--- config.mk ---
export PLATFORM = sky130hd
export DESIGN_NAME = counter
export DESIGN_NICKNAME = d
export VERILOG_FILES = /design/src/rtl/counter_pkg.sv /design/src/rtl/counter_modn.sv /design/src/rtl/counter.sv
export SDC_FILE = /design/constraint.sdc
export NUM_CORES = 1
export LEC_CHECK = 0
export CORE_MARGIN = 3
export CORE_UTILIZATION = 56
export DETAILED_ROUTE_END_ITERATION = 7
export PLACE_DENSITY = 0.78
export REMOVE_ABC_BUFFERS = 1
export SLEW_MARGIN = 30
export SYNTH_ARGS = -nofsm -noshare
export SYNTH_HDL_FRONTEND = slang
export SYNTH_SLANG_ARGS = --single-unit
export TNS_END_PERCENT = 10
--- constraint.sdc ---
create_clock -name clk -period 2.8 [get_ports clk]
set_input_delay 0.7 -clock clk [delete_from_list [all_inputs] [get_ports clk]]
set_output_delay 0.7 -clock clk [all_outputs]
set_load 0.02 [all_outputs]
--- src/rtl/counter_pkg.sv ---
// Shared constants and helpers for the counter clock divider.
package counter_pkg;

  localparam int DEFAULT_DIV_COUNT = 25_000_000;

  // Counter width for a mod-n count. The result is never below 1, so DIV_COUNT=1 still gets one bit.
  function automatic int cnt_width(input int n);
    int w;
    w = $clog2(n);
    return (w < 1) ? 1 : w;
  endfunction

endpackage

--- src/rtl/counter_modn.sv ---
// Mod-N up-counter with async active-low reset and a combinational terminal-count flag.
module counter_modn
  import counter_pkg::*;
#(
  parameter int N = 4,
  parameter int W = cnt_width(N)
) (
  input  logic         clk,
  input  logic         res,
  output logic [W-1:0] cnt,
  output logic         term
);

  localparam logic [W-1:0] LAST = W'(N - 1);

  assign term = (cnt == LAST);

  always_ff @(posedge clk or negedge res) begin
    if (!res) begin
      cnt <= '0;
    end else if (term) begin
      cnt <= '0;
    end else begin
      cnt <= cnt + W'(1);
    end
  end

endmodule

--- src/rtl/counter.sv ---
// Free-running clock divider: opt toggles every DIV_COUNT rising edges (period 2*DIV_COUNT).
// Build macro COUNTER_TC_OUT_EN adds a registered one-cycle tc pulse aligned with each opt change.
module counter
  import counter_pkg::*;
#(
  parameter int DIV_COUNT = DEFAULT_DIV_COUNT
) (
  input  logic clk,
  input  logic res,
`ifdef COUNTER_TC_OUT_EN
  output logic opt,
  output logic tc
`else
  output logic opt
`endif
);

  localparam int CNT_W = cnt_width(DIV_COUNT);

  if (DIV_COUNT < 1) begin : g_bad_div
    $error("counter: DIV_COUNT must be at least 1");
  end

  logic [CNT_W-1:0] cnt;
  logic             term;

  counter_modn #(
    .N (DIV_COUNT),
    .W (CNT_W)
  ) u_modn (
    .clk  (clk),
    .res  (res),
    .cnt  (cnt),
    .term (term)
  );

  // opt comes straight from this flop, so there is no combinational path from res or clk.
  always_ff @(posedge clk or negedge res) begin
    if (!res) begin
      opt <= 1'b0;
    end else if (term) begin
      opt <= ~opt;
    end
  end

`ifdef COUNTER_TC_OUT_EN
  always_ff @(posedge clk or negedge res) begin
    if (!res) begin
      tc <= 1'b0;
    end else begin
      tc <= term;
    end
  end
`endif

  // Every terminal count is followed by a wrap to zero.
  a_wrap_to_zero: assert property (@(posedge clk) disable iff (!res) term |=> (cnt == '0));

endmodule

# After elaboration in Yosys (flattened, before gate mapping)
# Cells that the tools add are included.
# W data, S select, Z words.
[word_totals] out_inout_bits=1 inputBits=2 register_bits=26 word_cells=6
[classes] n_mux=1 n_bitwise=1 add_sub_neg=1 n_eq_ne=1
[op_table] cell="$add A25 B1 Y25 const B" n=1
[op_table] cell="$eq A25 B25 Y1 const B" n=1
[op_table] cell="$mux W25" n=1
[op_table] cell="$not A1 Y1" n=1

# Logic depth before layout (Yosys ltp)
[logic_depth] word_depth=2 mapped_depth=6 ltp_nobuf=5

# By module
# A second synthesis with hierarchy kept.
[hier_totals] hier_cells=131 hier_area_um2=1348.8
[by_module_without_submodules] mod="counter_modn" n_inst=1 seq_area_each_um2=625.6 area_per_inst_um2=1315.0 cells_per_inst=129
[by_module_without_submodules] mod="counter" n_inst=1 seq_area_each_um2=25.0 area_per_inst_um2=33.8 cells_per_inst=2

# Worst setup path after synthesis
# Ideal clock, no wire load.
[synth_timing] kind="flip-flop to flip-flop" from="reg u_modn.cnt[10]" to="reg u_modn.cnt[1]" setup_slack_ns=0.757 path_stages_with_launch=5 t_arrival_ns=1.923 cell_sequence="dfrtp_1 or4b_1 or4_4 nor4_4 and2b_2"
[synth_via] elab_chain_cells=2
[synth_lines] element="start: declaration" line="counter_modn.sv:10" rtl="output logic [W-1:0] cnt,"
[synth_lines] element="start signal: assignment" line="counter_modn.sv:24" rtl="cnt <= cnt + W'(1);"
[synth_lines] element="$eq A25 B25 Y1" line="counter_modn.sv:16" rtl="assign term = (cnt == LAST);"
[synth_lines] element="$mux W25" line="counter_modn.sv:21" rtl="end else if (term) begin"
# No other way between the ends.
# A chain may end at the register's enable or synchronous reset.

# Worst setup path after layout
[layout_timing] from="reg u_modn.cnt[10]" to="reg u_modn.cnt[24]"
[layout_via] elab_chain_cells=2 word_cells_on_any_way=3 classes_between="add/sub: 1; eq/ne: 1; mux: 1"
[layout_lines] element="$add A25 B1 Y25 / $eq A25 B25 Y1 (equally long branches)" line="counter_modn.sv:24, counter_modn.sv:16"
[layout_lines] element="$mux W25 *" line="counter_modn.sv:21"
# Every way passes the cells marked *; elsewhere a longest branch is shown, timed or not.

==> metrics.yaml <==
place_area_sq_um: 1385
grt_pass1_wl_microns: 4560
cts_max_level: 1
slew_viol_final: 0
grt_setup_unrepaired: "no"
cp_max_fo: 9
ctsHoldBuffers: 0
crit_path_start: "u_modn.cnt[10]"
drive_gt1_share_pct: 10.45
place_hpwl_microns: 1824
totalWireLength_microns: 2528
hold_path.class: "flip-flop to flip-flop"
synth_top_flop_cell: "dfrtp_1"
clock_skew_ns: 0.0008683
fmax_ghz: 0.4443
worst_pin_slew_ns: 0.5390
grt_pass1_vias: 981
ff_latch_area_sq_um: 650.6
synth_area_per_cell_sq_um: 10.33
arrival_ns: 2.47
core_sq_um: 2233
ys_types: 34
yosysSeqAreaShare_pct: 48.83
design_area_sq_um: 1421
relSlewSlack_pct: 63.74
min_period_ns: 2.251
syn2layout_area_growth_pct: 6.666
drc: 0
n_antenna_cell: 0
synth_edf_count: 0
fin_nets: 138
die_area_sq_um: 3001
r2r_start: "u_modn.cnt[10]"
io_pins: 3
drt_iter0_markers: 56
syn_inst: 129
path_clk_slew_ns: 0.13
antenna_left: 0
antenna_found_initial: 0
crit_required_ns: 3.02
power_density_nw_per_um2: 404.1
final_util_pct: 63.64
dr.pass1.iters: 4
synth_area_leaders: "dfrtp_1, xnor2_1, nand4_1, nand3_1, xor2_1"
setup-violations-final: 0
n_fill_cell: 188
rows: 17
maxCapViolCount: 0
leakage_nw: 0.6256
grt_overflow: 0
worstSetupPathType: "flip-flop to flip-flop"
multi_input_area_sq_um: 649.4
die_w_microns: 54.78
synth-async-reset-ratio_pct: 100.0
clockBufferDepth: 2
die_h_microns: 54.78
wl_per_cell_microns: 15.60
initial_core_util_pct: 59.66
ys_warn_count: 0
hold_viol: 0
cts_resized: 0
numClockSinks: 26
vias: 1025
holdWs_ns: 0.4849
grt_start_max_net_pins: 27
synth.top_cell.area_share_pct: 48.83
status: "completed"
worst_setup_path_end_kind: "flip-flop"
ir_drop_mv: 0.3787
cts_setup_buffers: 0
yosysTopAreaCell: "dfrtp_1"
ys_ff_latch: 26
syn_area_sq_um: 1333
io_buffers: 2
tritoncts: "done"
final_cell_mix: "dfrtp_1, xnor2_1, nand2_1, nand3_1"
dp.cells: 158
vias_per_cell: 6.327
place.gp.congestion: 0.8931
period_share_pct: 80.38
grt_usage_pct: 21.51
cts_buffers: 3
final_common_cell: "dfrtp_1"
setup_tns_ns: 0
stdcell_count: 162
cts-root-buf: "clkbuf_4"
cp-start-kind: "flip-flop"
hold_start: "opt"
clk_latency_ns: 0.32
-- final cells by class --
| cell class | count | area share [%] |
|---|---|---|
| Sequential cell | 26 | 45.77 |
| Inverter | 2 | 0.5282 |
| Tap cell | 28 | 2.465 |
| Clock buffer | 4 | 2.553 |
| Timing Repair Buffer | 5 | 2.993 |
| Multi-Input combinational cell | 97 | 45.69 |
-- metrics by stage --
stage,power [mW],setup WS (ns)
floorplan,0.3827,0.5584
global placement,0.3919,0.6431
detailed placement,0.3923,0.5660
CTS,0.5800,0.5513
global route,0.5967,0.4435
finish,0.5744,0.5495
-- flip-flops by register name (all words and copies together), names as in the netlist --
name        flops
opt             1
u_modn.cnt     25
-- synth_stat cells, drive strengths merged (2+ instances only) --
| library cell | count |
|---|---|
| or3 | 4 |
| or4 | 4 |
| nand4b | 3 |
| nand4 | 9 |
| and4 | 4 |
| nor2 | 8 |
| o31ai | 3 |
| nand3 | 9 |
| nand2 | 9 |
| o21ai | 6 |
| inv | 2 |
| xnor2 | 11 |
| dfrtp | 26 |
| clkbuf | 3 |
| a21oi | 6 |
| and3 | 2 |
| nor4 | 6 |
| xor2 | 4 |
-- critical path, stage by stage, from the launching register on --
cell	delay, ns
dfrtp_1	0.48
or4b_1	0.52
or4_4	0.46
nor4_4	0.39
buf_4	0.25
a21oi_1	0.05
-- final timing paths --
kind	endpoint	slack [ns]	depth (start not counted)
setup / recovery	u_modn.cnt[24]	0.55	5
hold / removal	opt	0.48	1
setup reg to reg	u_modn.cnt[24]	0.55	5
hold reg to reg	opt	0.48	1
max in group asynchronous	u_modn.cnt[5]	1.84	2
min in group asynchronous	u_modn.cnt[7]	0.72	2
-- per-layer routing --
layer / vias up / global-route usage [%] / share of wire, %
met5: - / 0 / 0
met4: 0 / 9.959 / 2.3
met3: 7 / 3.270 / 4.3
met2: 28 / 31.69 / 45
met1: 497 / 30.74 / 49
li1: 493 / - / -
-- logic make-up after synthesis --
family                   count (synthesis)  synth area share [%]
flip-flops                              26                 48.83
AND/OR/NAND/NOR                         64                 30.33
XOR/XNOR                                15                 9.859
adder cells (fa/ha/maj)                  1                0.9388
buffers and inverters                    6                 2.441
AO/OA/AOI/OAI                           16                 6.855
multiplexers                             1                0.7512
-- report_power, final --
| part | switching (mW) | internal, mW | leakage, nW |
|---|---|---|---|
| Combinational | 0.00682 | 0.00214 | 0.256 |
| Clock | 0.110 | 0.0797 | 0.0210 |
| Sequential | 0 | 0.375 | 0.349 |
No activity file was read; power rests on OpenSTA's default activity.
